--- config.mk ---
export PLATFORM = sky130hd
export DESIGN_NAME = pad_bus_ctrl
export DESIGN_NICKNAME = d
export VERILOG_FILES = /design/src/rtl/pad_bus_ctrl.sv
export SDC_FILE = /design/constraint.sdc
export NUM_CORES = 1
export LEC_CHECK = 0
export BUFFER_PORTS_ARGS = -buffer_cell sky130_fd_sc_hd__buf_4
export CORE_MARGIN = 2
export CORE_UTILIZATION = 41
export CTS_CLUSTER_SIZE = 20
export DETAILED_ROUTE_END_ITERATION = 10
export PLACE_DENSITY = 0.73
export SYNTH_ARGS = -nofsm -noshare
export SYNTH_HDL_FRONTEND = slang
export SYNTH_SLANG_ARGS = --single-unit
--- constraint.sdc ---
create_clock -name clk -period 1.57 [get_ports clk]
set_input_delay 0.157 -clock clk [delete_from_list [all_inputs] [get_ports clk]]
set_output_delay 0.157 -clock clk [all_outputs]
set_load 0.1 [all_outputs]
--- src/rtl/pad_bus_ctrl.sv ---
// Half-duplex pad-bank controller: round-robin write/read sharing with drive/hold/turnaround sequencing of pad_oen.
// Optional macro PAD_BUS_CTRL_SYNC_EN adds a 2-flop pad_di synchronizer and stretches SAMPLE to 3 cycles.
module pad_bus_ctrl #(
    parameter int WIDTH    = 8,
    parameter int HOLD_CYC = 1,
    parameter int TURN_CYC = 2
) (
    input  logic             clk,
    input  logic             reset,
    input  logic             wr_valid,
    input  logic [WIDTH-1:0] wr_data,
    output logic             wr_ready,
    input  logic             rd_req,
    output logic             rd_ready,
    output logic [WIDTH-1:0] rd_data,
    output logic             rd_valid,
    output logic [WIDTH-1:0] pad_do,
    output logic [WIDTH-1:0] pad_oen,
    input  logic [WIDTH-1:0] pad_di,
    output logic             busy
);

`ifdef PAD_BUS_CTRL_SYNC_EN
    localparam int SAMPLE_CYC = 3;
`else
    localparam int SAMPLE_CYC = 1;
`endif

    localparam int CNT_MAX_HT = (HOLD_CYC > TURN_CYC) ? HOLD_CYC : TURN_CYC;
    localparam int CNT_MAX    = (CNT_MAX_HT > SAMPLE_CYC - 1) ? CNT_MAX_HT : SAMPLE_CYC - 1;
    localparam int CNT_W      = (CNT_MAX > 0) ? $clog2(CNT_MAX + 1) : 1;

    // Counter load values: state lasts (load + 1) cycles, counting down to zero.
    localparam logic [CNT_W-1:0] HOLD_LD = (HOLD_CYC > 0) ? CNT_W'(HOLD_CYC - 1) : '0;
    localparam logic [CNT_W-1:0] TURN_LD = (TURN_CYC > 0) ? CNT_W'(TURN_CYC - 1) : '0;
    localparam logic [CNT_W-1:0] SAMP_LD = CNT_W'(SAMPLE_CYC - 1);

    typedef enum logic [2:0] {
        S_IDLE,
        S_DRIVE,
        S_HOLD,
        S_TURN,
        S_SAMPLE
    } state_t;

    state_t             r_state;
    state_t             w_state_next;
    logic [CNT_W-1:0]   r_cnt;
    logic [CNT_W-1:0]   w_cnt_next;
    logic               r_last_wr;
    logic [WIDTH-1:0]   r_pad_do;
    logic [WIDTH-1:0]   r_rd_data;
    logic               r_rd_valid;
    logic               w_wr_ready;
    logic               w_rd_ready;
    logic [WIDTH-1:0]   w_di_cap;

`ifdef PAD_BUS_CTRL_SYNC_EN
    logic [WIDTH-1:0]   r_sync1;
    logic [WIDTH-1:0]   r_sync2;

    always_ff @(posedge clk) begin
        if (reset) begin
            r_sync1 <= '0;
            r_sync2 <= '0;
        end else begin
            r_sync1 <= pad_di;
            r_sync2 <= r_sync1;
        end
    end

    assign w_di_cap = r_sync2;
`else
    assign w_di_cap = pad_di;
`endif

    always_comb begin
        w_state_next = r_state;
        w_cnt_next   = r_cnt;
        w_wr_ready   = 1'b0;
        w_rd_ready   = 1'b0;
        case (r_state)
            S_IDLE: begin
                // Ties go to whichever side was not granted last; the other side waits.
                w_wr_ready = wr_valid && (!rd_req || !r_last_wr);
                w_rd_ready = rd_req && (!wr_valid || r_last_wr);
                if (w_wr_ready) begin
                    w_state_next = S_DRIVE;
                end else if (w_rd_ready) begin
                    w_state_next = S_SAMPLE;
                    w_cnt_next   = SAMP_LD;
                end
            end
            S_DRIVE: begin
                if (HOLD_CYC > 0) begin
                    w_state_next = S_HOLD;
                    w_cnt_next   = HOLD_LD;
                end else if (TURN_CYC > 0) begin
                    w_state_next = S_TURN;
                    w_cnt_next   = TURN_LD;
                end else begin
                    w_state_next = S_IDLE;
                end
            end
            S_HOLD: begin
                if (r_cnt == '0) begin
                    if (TURN_CYC > 0) begin
                        w_state_next = S_TURN;
                        w_cnt_next   = TURN_LD;
                    end else begin
                        w_state_next = S_IDLE;
                    end
                end else begin
                    w_cnt_next = r_cnt - CNT_W'(1);
                end
            end
            S_TURN, S_SAMPLE: begin
                if (r_cnt == '0) begin
                    w_state_next = S_IDLE;
                end else begin
                    w_cnt_next = r_cnt - CNT_W'(1);
                end
            end
            default: begin
                w_state_next = S_IDLE;
                w_cnt_next   = '0;
            end
        endcase
    end

    always_ff @(posedge clk) begin
        if (reset) begin
            r_state    <= S_IDLE;
            r_cnt      <= '0;
            r_last_wr  <= 1'b0;
            r_pad_do   <= '0;
            r_rd_data  <= '0;
            r_rd_valid <= 1'b0;
        end else begin
            r_state    <= w_state_next;
            r_cnt      <= w_cnt_next;
            r_rd_valid <= 1'b0;
            if (w_wr_ready) begin
                r_pad_do  <= wr_data;
                r_last_wr <= 1'b1;
            end
            if (w_rd_ready) begin
                r_last_wr <= 1'b0;
            end
            // Capture on the edge that leaves SAMPLE; rd_valid pulses the cycle after.
            if (r_state == S_SAMPLE && r_cnt == '0) begin
                r_rd_data  <= w_di_cap;
                r_rd_valid <= 1'b1;
            end
        end
    end

    assign wr_ready = w_wr_ready;
    assign rd_ready = w_rd_ready;
    assign rd_data  = r_rd_data;
    assign rd_valid = r_rd_valid;
    assign pad_do   = r_pad_do;
    assign pad_oen  = {WIDTH{(r_state == S_DRIVE) || (r_state == S_HOLD)}};
    assign busy     = (r_state != S_IDLE);

endmodule
---- Yosys cells after proc, flatten, opt, wreduce, memory -nomap -nowiden ----
Index checks and enable logic that the tools add are counted.
word-level totals
  register bits ........................... 23
  output and inout port bits .............. 28
  bits of input ports ..................... 20
cells by class
  equality and inequality tests ........... 10
  muxes and demuxes ....................... 13
  $add $sub $neg .......................... 1
  reductions and logical operators ........ 16
operator list
  operator             number
  $mux 3               4
  $pmux 3 s4           1
  $ne 2x2->1 const B   5
  $mux 2               4
  $eq 3x2->1 const B   2
  $pmux 2 s3           1
  $reduce_and 3->1     2
  $reduce_or 2->1      2
  $eq 3x1->1 const B   1
  $eq 3x3->1 const B   1
  $logic_and 1x1->1    3
  $logic_not 1->1      3
  $logic_not 3->1      1
  $logic_or 1x1->1     3
  $mux 1               3
  $ne 3x3->1 const B   1
  $reduce_bool 3->1    1
  $logic_not 2->1      1
  $sub 2x1->2 const B  1

---- Depth between registers and ports, before layout ----
Gate-level depths: netlist of run 1.
  depth in word-level cells ............... 6
  gate-level depth with buffers ........... 8
  mapped depth without buffers ............ 6

---- Least setup slack after synthesis of run 1 ----
OpenSTA, ideal clock, no wires.
  path kind ............................... register -> output
  from .................................... register r_state[0]
  to ...................................... output port pad_oen[1]
  slack ................................... -1.104 ns
  arrival ................................. 2.517 ns
  cell stages (with the launch flop) ...... 5
  cells stage by stage .................... dfxtp_1 > buf_6 > xnor2_1 > nor2_1 > buf_4
on the way
  cells in the longest elaborated chain, start to end .. 2
ends and longest elaborated chain
  what                                             line  RTL
  from (decl)                                      46    state_t r_state;
  from (signal assigned)                           140   r_state <= w_state_next;
  $eq 3x1->1 / $eq 3x2->1 (equally long branches)  163   assign pad_oen = {WIDTH{(r_state == S_DRIVE) || (r_state == S_HOLD)}};
  $logic_or 1x1->1 *                               163
  to (decl)                                        18    output logic [WIDTH-1:0] pad_oen,
Mark *: on every way between the ends. The rest lies on a longest branch, timed or not.

---- Final worst setup path of run 1 ----
  from .................................... register r_state[0]
  to ...................................... output port pad_oen[0]
The elaborated chain is that of the path after synthesis.

==> results of run 1 <==
## worst register-to-register path, cell delays in order, from the launching register on
cell and delay (ps):
dfxtp_2 360, buf_6 120, buf_4 160, nor2_1 210, nand2_1 140, a2bb2oi_1 160, a211oi_2 210
## through the flow
step / instances / hold WS (ps) / util, % / worst slack [ps]
final: 196 / 75.0 / 67.3 / 29.9
after global routing: 196 / 64.3 / 67.3 / -34.3
after CTS: 194 / 70.0 / 65.4 / 16.9
after detailed placement: 187 / 401 / 57.0 / 99.8
after global placement: 187 / 387 / 57.0 / 146
after floorplan: 117 / 234 / - / -122
## cells by family (layout without fill, tap and decap cells)
group / Yosys count / count (layout)
AOI/OAI and AO/OA: 20 / 20
xor gates and xnor gates: 2 / 2
adders and majority gates: 2 / 2
buffers and inverters: 19 / 68
DFF: 23 / 23
muxes: 9 / 9
and+or+nand+nor: 42 / 42
## power by group through the flow
stage	sequential, W	clock, W	combinational (W)
6_report	0.000708	0.000268	0.00190
5_1_grt	0.000718	0.000308	0.00198
4_1_cts	0.000707	0.000276	0.00185
3_5_place_dp	0.000711	0	0.00155
3_3_place_gp	0.000708	0	0.00153
2_1_floorplan	0.000971	0	0.00106
## cell usage after synthesis (all sizes together)
| master | count |
|---|---|
| nor4 | 1 |
| and3 | 2 |
| inv | 6 |
| nand2 | 19 |
| a21oi | 12 |
| nor2 | 12 |
| and2 | 1 |
| nand3 | 2 |
| a2bb2oi | 2 |
| a211oi | 2 |
| ha | 2 |
| and4bb | 1 |
| xor2 | 1 |
| dfxtp | 23 |
| nor2b | 1 |
| nor3 | 2 |
| mux2i | 9 |
| nand2b | 1 |
| o21ba | 1 |
| clkbuf | 2 |
| buf | 11 |
| a31oi | 1 |
| xnor2 | 1 |
| o21ai | 1 |
| a21o | 1 |
## flip-flops by register name (all words and copies together) (netlist names)
signal / count
r_state: 3
r_cnt: 2
rd_valid: 1
pad_do: 8
r_last_wr: 1
rd_data: 8
## per-layer routing
layer  vias to the layer above  routed length, µm  share of wire, %
met5                         -                  0                 0
met1                       443                935                39
met3                         4                 93               3.9
li1                        479                  -                 -
met4                         0                 50               2.1
met2                        31               1340                55
## final cells by class
cell class / instances / share of cell area [%]
tap: 30 / 2.27
clock inverter: 1 / 0.303
timing repair buffer: 58 / 35.4
sequential: 23 / 28.1
clock buffer: 3 / 1.36
inverter: 6 / 1.36
multi-input combinational: 75 / 31.3
## final timing paths
kind                                           endpoint
worst max-delay path                         pad_oen[0]
worst min-delay path             pad_do[2]$_SDFFE_PP0P_
worst max register to register    r_cnt[1]$_SDFFE_PP0P_
worst min register to register  rd_data[2]$_SDFFE_PP0P_
## timing repair
item,in CTS,in global routing
setup endpoints to repair,10,21
resized for setup,34,7
pin swaps,2,3
buffers inserted,3,2
==> key figures, run 1 <==
Yosys
  – Cell type with the highest aggregate area in the netlist: dfxtp_1
  – Simple-Gate Fraction of Synth Area: 18.5%
  – Cells after Synth: between 100 and 150
  – Count of cell types in the netlist: 29
  – Mux contribution to synthesized area: 8.59%
  – Top cell type's share of synthesized area: 43.9%
  – Avg Cell Area, Syn: approximately 9 µm²
  – Adder-Cell Fraction of Synth Area: around 2.4%
  – Yosys reg bits: 23
  – Yosys warning count: 0
  – Fraction of the mapped netlist area in compound gates: 14.0%
  – Dominant cells by area after synthesis: dfxtp_1 (44%), mux2i_1 (8.6%), nand2_1 (6.8%), a21oi_1 (5.7%), buf_4 (5.0%)
  – Synth Cell Area: 1050 µm²
  – Largest family of logic cells by synthesized area: simple AND/OR/NAND/NOR gates
  – Sequential area share after synthesis: a little over two fifths
  – Synth Net Count: 139
  – Xor-xnor portion of the synthesized cell area: 1.67%

Routing
  – Detailed Route WL: 2420 µm
  – Vias: 957
  – Initial DRC count: 13
  – DRC errors left: 0
  – Detailed-route vias per instance: around 4.9
  – Drt first pass iters: 4
  – Wire per inst: 12.3 µm
  – Final ANT Viol Nets: 0

Critical path
  – Cell family with most CP delay: buffers and inverters
  – CP peak stage delay: 360 ps
  – Worst r2r src: r_state[0]$_SDFFE_PP0P_
  – Worst path bufs/invs: 3
  – CP Class: reg2out
  – Max FO, Critical Path: 8
  – Top cell by count, worst path: buf_12
  – Cells along the critical path: buf_6 > xnor2_2 > nor2_4 > buf_12 > buf_12
  – Crit path DAT: 1380 ps
  – Worst reg-to-reg path cell count: 6
  – Slowest-stage cell, CP: dfxtp_2
  – Worst path depth: 5
  – Flop-to-flop setup slack: 130 ps
  – Crit path launch: r_state[0]$_SDFFE_PP0P_
  – WP data required: 1410 ps
  – Kind of end point of the critical path: output pin
  – Critical Path Source Type: flip-flop

Worst hold path
  – Min-delay worst type: in2reg
  – Worst Hold Depth: 3
  – HP Start: wr_data[2]

STA
  – Clk_skew: about 2.2 ps
  – Slew @ Worst Pin: 377 ps
  – Fmax: 649 MHz
  – Final min period: around 1500 ps
  – Final setup fails: 0
  – Setup TNS: 0 ps
  – Fin. Hold Viols: 0
  – Unrepaired setup endpoints after global routing: yes
  – Worst slew margin: around three quarters
  – Final Cycle Share: between 90% and 100%
  – Slew Viols, Final: 0

CTS
  – Clk root buf: clkbuf_4
  – Worst-Skew Late Latency: 310 ps
  – H-Tree Depth: 1
  – TritonCTS buffer count: 3
  – Clk sinks: 23
  – Largest buffer count on any clock path: 2
  – TritonCTS clock tree: built
  – Clock transition at the registers of the reported paths: 120 ps
  – CTS Hold Bufs: 0

Layout
  – Fin area: about 1700 µm²
  – P&R area growth vs syn: 57.6%
  – Most frequent cells in the layout: buf_4 (46), dfxtp_1 (20), nand2_1 (19)
  – Ratio of cells with drive above 1 in the final layout: 46.4%
  – Commonest non-fill, non-tap cell in the layout: buf_4
  – Register area: 464 µm²
  – Multi-input gate area: slightly above 500 µm²
  – Antenna Diode Count: 0
  – Fillers: 194
  – Fin nets: 189

Pwr
  – Switch Pwr: between 0.001 and 0.0015 W
  – VDD IR-drop max: around 1.5 mV
  – PD cells: 1740 nW/µm²
  – Power share of the sequential group: 24.6%
  – Total power: 0.00288 W
  – Lkg Pwr: 0.780 nW
  – Logic pwr share: 66.1%
  – Clock power share: 9.3%
  – Sw frac: between 50% and 60%
  – Cell Int Power: 0.00140 W

Placement
  – Post-detail-place hpwl: between 1500 and 2000 µm
  – Gpl congestion: 0.821
  – IO Port Bufs: 47
  – Dpl cell area: about 1400 µm²

Outcome
  – Result of the run: finished clean

Floorplanning
  – Die W: 54.6 µm
  – Core Box Area: between 2000 and 2500 µm²
  – Initial core utilization: 42.7%
  – DIE AREA: a little under 3000 µm²
  – Ports: 48
  – Die Ht: ~55 µm
  – Row cnt: 18

GRT
  – Met3 Use GR: 2.46%
  – Largest net degree at the start of global routing: 24
  – Busiest grt layer: met2
  – Vias in the first global route: 883
  – GR Layer Usage met1: 18.9%
  – All-Layer GR Usage: 16.8%
  – M2 GR Usage: 30.7%
  – Initial antenna violation count: 0
  – First-pass GRT wire length: around 3600 µm
  – Remaining Overflow, GRT: 0

Run
  – Max Cap Violations: 0
Power figures use the tool's default switching activity.
==> run 2, diff against run 1 <==
--- a/config.mk
+++ b/config.mk
@@ -5,6 +5,7 @@
 export SDC_FILE = /design/constraint.sdc
 export NUM_CORES = 1
 export LEC_CHECK = 0
+export ABC_AREA = 1
 export BUFFER_PORTS_ARGS = -buffer_cell sky130_fd_sc_hd__buf_4
 export CORE_MARGIN = 2
 export CORE_UTILIZATION = 41
==> run 2 against run 1 <==
  * Critical path type unchanged
  * First-iteration DRC count grew to 3.2 times the previous value
  * Area after synthesis is 0.24% lower
  * Maximum frequency is 1.7% higher
==> key figures, run 2 <==
STA
  – Fin. Hold Viols: 0 (unchanged)
  – Unrepaired setup endpoints after global routing: yes (unchanged)
  – Worst slew margin: 65.6% (was 74.8%)
  – Clk_skew: 2.76 ps (was 2.21 ps)
  – Slew Viols, Final: 0 (unchanged)
  – Fmax: 660 MHz (was 649 MHz)
  – Slew @ Worst Pin: 515 ps (was 377 ps)
  – Final setup fails: 0 (unchanged)
  – Final Cycle Share: 96.4% (was 98.1%)
  – Final min period: 1510 ps (was 1540 ps)

GRT
  – Initial antenna violation count: 0 (unchanged)
  – Remaining Overflow, GRT: 0 (unchanged)
  – First-pass GRT wire length: 4590 µm (was 3630 µm)
  – All-Layer GR Usage: 21.8% (was 16.8%)
  – Vias in the first global route: 1078 (was 883)
  – Largest net degree at the start of global routing: 21 (was 24)

Placement
  – Gpl congestion: 0.825 (was 0.821)
  – IO Port Bufs: 47 (unchanged)
  – Post-detail-place hpwl: 1900 µm (was 1780 µm)

Critical path
  – CP Class: reg2out (unchanged)
  – Critical Path Source Type: flip-flop (unchanged)
  – Flop-to-flop setup slack: 180 ps (was 130 ps)
  – Worst reg-to-reg path cell count: 7 (was 6)
  – Max FO, Critical Path: 5 (was 8)
  – Worst r2r src: r_cnt[0]$_SDFFE_PP0P_ (was r_state[0]$_SDFFE_PP0P_)
  – Crit path DAT: 1360 ps (was 1380 ps)
  – WP data required: 1410 ps (about the same)
  – Kind of end point of the critical path: output pin (unchanged)
  – Reg2reg end: rd_data[4]$_SDFFE_PP0P_ (was r_cnt[1]$_SDFFE_PP0P_)

Floorplanning
  – Row cnt: 18 (unchanged)
  – Core Box Area: 2450 µm² (unchanged)
  – DIE AREA: 2970 µm² (was 2980 µm²)
  – Ports: 48 (unchanged)
  – Die W: 54.5 µm (was 54.6 µm)
  – Initial core utilization: 42.6% (was 42.7%)
  – Die Ht: 54.5 µm (was 54.6 µm)

Yosys
  – Avg Cell Area, Syn: 7.21 µm² (was 8.96 µm²)
  – Share of synthesized registers carrying an async set or reset: 0% (unchanged)
  – Most common cell in the netlist: nor2_1 (was dfxtp_1)
  – Cell type with the highest aggregate area in the netlist: dfxtp_1 (unchanged)
  – Count of cell types in the netlist: 18 (was 29)
  – Yosys warning count: 0 (unchanged)
  – Mux contribution to synthesized area: 0% (was 8.59%)
  – Synth Cell Area: 1050 µm² (about the same)
  – Adder-Cell Fraction of Synth Area: 2.39% (about the same)
  – Synth Net Count: 167 (was 139)
  – Commonest cells post-synth: nor2_1 (41), dfxtp_1 (23), nand2_1 (19), o21ai_0 (17) (was dfxtp_1 (23), nand2_1 (19), a21oi_1 (12), nor2_1 (12), mux2i_1 (9))
  – Largest family of logic cells by synthesized area: simple AND/OR/NAND/NOR gates (unchanged)
  – Number of enable flip-flop cells after synthesis: 0 (unchanged)
  – Yosys reg bits: 23 (unchanged)
  – Fraction of the mapped netlist area in compound gates: 10.0% (was 14.0%)
  – Sequential area share after synthesis: 44.0% (was 43.9%)
  – Xor-xnor portion of the synthesized cell area: 0% (was 1.67%)
  – Predominant post-synthesis flop cell: dfxtp_1 (unchanged)
  – Simple-Gate Fraction of Synth Area: 32.1% (was 18.5%)
  – Cells after Synth: 145 (was 117)
  – Top cell type's share of synthesized area: 44.0% (was 43.9%)
  – Dominant cells by area after synthesis: dfxtp_1 (44%), nor2_1 (15%), o21ai_0 (8.1%), nand2_1 (6.8%), buf_4 (5.0%) (was dfxtp_1 (44%), mux2i_1 (8.6%), nand2_1 (6.8%), a21oi_1 (5.7%), buf_4 (5.0%))

Worst hold path
  – Min-delay worst type: in2reg (unchanged)
  – WHS Endpoint: pad_do[5]$_SDFFE_PP0P_ (was pad_do[2]$_SDFFE_PP0P_)
  – Worst Hold Depth: 3 (unchanged)
  – HP Start: wr_data[5] (was wr_data[2])

CTS
  – TritonCTS buffer count: 3 (unchanged)
  – TritonCTS clock tree: built (unchanged)
  – Clock transition at the registers of the reported paths: 140 ps (was 120 ps)
  – Worst-Skew Late Latency: 320 ps (was 310 ps)
  – Clk sinks: 23 (unchanged)
  – Clk root buf: clkbuf_4 (unchanged)
  – Largest buffer count on any clock path: 2 (unchanged)
  – H-Tree Depth: 1 (unchanged)

Outcome
  – Result of the run: finished clean (unchanged)

Layout
  – Finished Core Util: 69.3% (was 67.3%)
  – P&R area growth vs syn: 62.7% (was 57.6%)
  – Most frequent cells in the layout: buf_4 (48), nor2_1 (40), dfxtp_1 (20) (was buf_4 (46), dfxtp_1 (20), nand2_1 (19))
  – Commonest non-fill, non-tap cell in the layout: buf_4 (unchanged)
  – Ratio of cells with drive above 1 in the final layout: 39.7% (was 46.4%)
  – Antenna Diode Count: 0 (unchanged)
  – Fin nets: 222 (was 189)
  – Fillers: 192 (was 194)

Run
  – Max Cap Violations: 0 (unchanged)

Routing
  – Drt first pass iters: 4 (unchanged)
  – Met1 WL: 1100 µm (was 935 µm)
  – Detailed-route vias per instance: 4.86 (was 4.88)
  – Uppermost layer routed: met4 (unchanged)
  – Wire per inst: 12.1 µm (was 12.3 µm)
  – Detailed Route WL: 2770 µm (was 2420 µm)
  – Final ANT Viol Nets: 0 (unchanged)
  – Vias: 1112 (was 957)
  – Met3 wire len: 222 µm (was 93 µm)
  – Initial DRC count: 41 (was 13)
  – Wire length on met2: 1400 µm (was 1340 µm)
  – DRC errors left: 0 (unchanged)
==> run 2: changes by cell type after synthesis, moves of 2 or more <==
cell	previous run	this run
a21oi_1	12	4
and3_1	2	0
a2bb2oi_1	2	0
nand3_1	2	9
nor2_1	12	41
mux2i_1	9	0
a211oi_2	2	0
o21ai_0	1	17
inv_2	2	4
buf_2	2	0
inv_1	4	9
nand4_1	0	2
==> run 2: worst max path at each step <==
stage	startpoint	end	slack (ps)	depth (start not counted)
floorplan	r_state[1]$_SDFFE_PP0P_	pad_oen[2]	-80	5
CTS	r_state[1]$_SDFFE_PP0P_	wr_ready	9	6
finish	r_state[1]$_SDFFE_PP0P_	rd_ready	60	6
global route	r_state[1]$_SDFFE_PP0P_	rd_ready	-20	6
detailed placement	r_state[1]$_SDFFE_PP0P_	wr_ready	210	6
global placement	r_state[1]$_SDFFE_PP0P_	wr_ready	230	6
==> run 2: repair_timing <==
item / in CTS / in global routing
setup endpoints to repair: 10 / 10
setup buffers: 6 / 3
endpoints found under the hold margin: 3 / 0
gates resized for setup: 27 / 11
gates cloned: 0 / 0
hold buffers: 1 / 0
pin swaps: 3 / 2
==> run 2: critical path, stage by stage, from the launching register on <==
cell and delay (ps):
dfxtp_4 400, inv_4 80, nand2_8 60, nor2_4 110, inv_4 60, nor2_4 130
buf_12 190
==> run 2: through the flow <==
stage                     cells  instance area, µm²  hold WS (ps)  TNS, ps  setup slack [ps]
final                       229                1700          44.2        0              56.0
after global placement      215                1420           338        0               229
after detailed placement    215                1420           345        0               214
after global routing        229                1700          25.8     -134             -22.4
after CTS                   226                1630          36.6        0              9.45
after floorplan             145                1090           219     -471             -77.5
==> run 2: logic make-up (layout without fill, tap and decap cells) <==
family                     Yosys count  in the layout
AOI/OAI and AO/OA                   21             21
and+or+nand+nor                     76             76
DFF                                 23             23
buffers and inverters               23             77
adders and majority gates            2              2
==> run 2: cell type report <==
class | count | area, µm² | area share [%]
clock buffer | 3 | 22.5 | 1.32
tap | 30 | 37.5 | 2.21
clock inverter | 1 | 7.51 | 0.441
timing repair buffer | 60 | 598 | 35.1
sequential | 23 | 472 | 27.7
multi-input combinational | 99 | 502 | 29.5
inverter | 13 | 62.6 | 3.68
==> run 2: routing by layer <==
layer,GRT usage (%),up-vias
met1,24.0,494
li1,-,560
met5,0,-
met4,10.0,0
met3,7.92,6
met2,37.3,52
Power of run 2 is not shown: default switching activity piles up to over one toggle a cycle in this logic, so the estimate is an artifact.
==> run 3, diff against run 2 <==
--- a/config.mk
+++ b/config.mk
@@ -11,6 +11,7 @@
 export CORE_UTILIZATION = 41
 export CTS_CLUSTER_SIZE = 20
 export DETAILED_ROUTE_END_ITERATION = 10
+export GPL_TIMING_DRIVEN = 0
 export PLACE_DENSITY = 0.73
 export SYNTH_ARGS = -nofsm -noshare
 export SYNTH_HDL_FRONTEND = slang
==> run 3 against run 2 <==
  * The run now ends with negative setup slack left
  * Via count increased by 0.36%
  * Wire length fell by 3.6%
  * Clock-buffer cell count increased by 1
  * Register-to-register slack about the same
  * Clock skew shrank 2.0 ps
  * Non-clock buffer count grew 8
  * First-iteration DRC count decreased by 83%
  * Worst hold slack gained 20 ps
  * Final cell count is 3.5% higher
  * Global-route usage down 0.54 points
==> key figures, run 3 (synthesis gave the netlist of run 2 again) <==
Floorplanning
  – Die Ht: 54.5 µm (unchanged)
  – Initial core utilization: 42.6% (unchanged)
  – Die W: 54.5 µm (unchanged)
  – DIE AREA: 2970 µm² (unchanged)
  – Core Box Area: 2450 µm² (unchanged)
  – Row cnt: 18 (unchanged)
  – Ports: 48 (unchanged)

Worst hold path
  – Min-delay worst type: in2reg (unchanged)
  – HP Start: pad_di[2] (was wr_data[5])
  – Worst Hold Depth: 3 (unchanged)

Critical path
  – Worst reg-to-reg path cell count: 7 (unchanged)
  – CP Class: reg2out (unchanged)
  – Flop-to-flop setup slack: 170 ps (was 180 ps)
  – Crit path DAT: 1430 ps (was 1360 ps)
  – WP data required: 1410 ps (about the same)
  – Crit path launch: r_state[1]$_SDFFE_PP0P_ (unchanged)
  – Critical Path Source Type: flip-flop (unchanged)
  – Max FO, Critical Path: 8 (was 5)
  – Kind of end point of the critical path: output pin (unchanged)
  – Worst r2r src: r_cnt[0]$_SDFFE_PP0P_ (unchanged)

Placement
  – Post-Place Setup Slack: 52.5 ps (was 214 ps)
  – Gpl congestion: 0.845 (was 0.825)
  – IO Port Bufs: 47 (unchanged)
  – Post-detail-place hpwl: 1930 µm (was 1900 µm)

Routing
  – Final ANT Viol Nets: 0 (unchanged)
  – Drt first pass iters: 4 (unchanged)
  – Initial DRC count: 7 (was 41)
  – DRC errors left: 0 (unchanged)
  – Detailed Route WL: 2670 µm (was 2770 µm)
  – Vias: 1116 (was 1112)
  – Detailed-route vias per instance: 4.71 (was 4.86)
  – Wire per inst: 11.3 µm (was 12.1 µm)

CTS
  – Largest buffer count on any clock path: 2 (unchanged)
  – Clock transition at the registers of the reported paths: 120 ps (was 140 ps)
  – H-Tree Depth: 1 (unchanged)
  – Worst-Skew Late Latency: 300 ps (was 320 ps)
  – Clk sinks: 23 (unchanged)
  – TritonCTS buffer count: 3 (unchanged)
  – TritonCTS clock tree: built (unchanged)
  – Clk root buf: clkbuf_4 (unchanged)

STA
  – Final min period: 1590 ps (was 1510 ps)
  – Final setup fails: 5 (was 0)
  – Fmax: 630 MHz (was 660 MHz)
  – Worst Setup Slack, final: -17.0 ps (was 56.0 ps)
  – Unrepaired setup endpoints after global routing: yes (unchanged)
  – Final Cycle Share: 101% (was 96.4%)
  – Clk_skew: 0.715 ps (was 2.76 ps)
  – Slew Viols, Final: 0 (unchanged)
  – Fin. Hold Viols: 0 (unchanged)
  – Worst slew margin: 71.1% (was 65.6%)
  – Slew @ Worst Pin: 433 ps (was 515 ps)
  – Final Hold Slack: 63.9 ps (was 44.2 ps)

Outcome
  – Failing checks: negative setup slack
  – Result of the run: finished, violations left (was finished clean)

Layout
  – Ratio of cells with drive above 1 in the final layout: 40.6% (was 39.7%)
  – Fillers: 207 (was 192)
  – Commonest non-fill, non-tap cell in the layout: buf_4 (unchanged)
  – P&R area growth vs syn: 64.2% (was 62.7%)
  – Fin nets: 230 (was 222)
  – Antenna Diode Count: 0 (unchanged)
  – Most frequent cells in the layout: buf_4 (53), nor2_1 (40), dfxtp_1 (20) (was buf_4 (48), nor2_1 (40), dfxtp_1 (20))

Run
  – Max Cap Violations: 0 (unchanged)

GRT
  – All-Layer GR Usage: 21.3% (was 21.8%)
  – Vias in the first global route: 1095 (was 1078)
  – Initial antenna violation count: 0 (unchanged)
  – Remaining Overflow, GRT: 0 (unchanged)
  – First-pass GRT wire length: 4530 µm (was 4590 µm)
  – Largest net degree at the start of global routing: 13 (was 21)
run 3: cell types whose count changed in the layout (fill, tap and decap cells not counted):
cell and change:
buf_6 +2, buf_4 +5, clkinvlp_4 -1, buf_12 -6, clkbuf_1 +3, inv_4 -1
buf_8 +5, inv_2 +1
run 3: worst paths after layout:
kind / endpoint
max: pad_oen[5]
min: rd_data[2]$_SDFFE_PP0P_
max reg2reg: rd_data[1]$_SDFFE_PP0P_
min reg2reg: rd_data[7]$_SDFFE_PP0P_
run 3: metrics by stage:
stage          cell area [µm²]  utilization (%)  instances  TNS (ps)
2_1_floorplan             1090                -        145      -471
3_3_place_gp              1490             60.5        222         0
3_5_place_dp              1490             60.5        222         0
4_1_cts                   1650             67.3        232      -142
5_1_grt                   1720             70.0        237      -708
6_report                  1720             70.0        237     -78.0
run 3: area by class of cell:
cell class,instances,area (µm²),area share [%]
buffer,10,87.6,5.10
clock buffer,4,26.3,1.53
inverter,13,60.1,3.50
multi-input combinational,99,502,29.2
sequential,23,472,27.5
tap,30,37.5,2.18
timing repair buffer,58,533,31.0
run 3: worst max-delay path, stage by stage, from the launching register on:
cell        delay, ps
dfxtp_4           390
inv_4              80
nand2_8            60
nand3_4            70
clkinvlp_4        170
buf_4             180
buf_8             160
run 3: timing repair:
item,in CTS,in global routing
pin swaps,0,1
endpoints found under the hold margin,2,0
hold buffers,1,0
resized for setup,23,7
buffers inserted,5,5
endpoints found under the setup margin,10,18
run 3: metal layers:
layer	routed length (µm)	track usage (%)
met1	1120	25.8
met2	1360	35.5
met3	159	5.74
met4	37	8.75
met5	0	0
Power of run 3 is left out for the same reason.
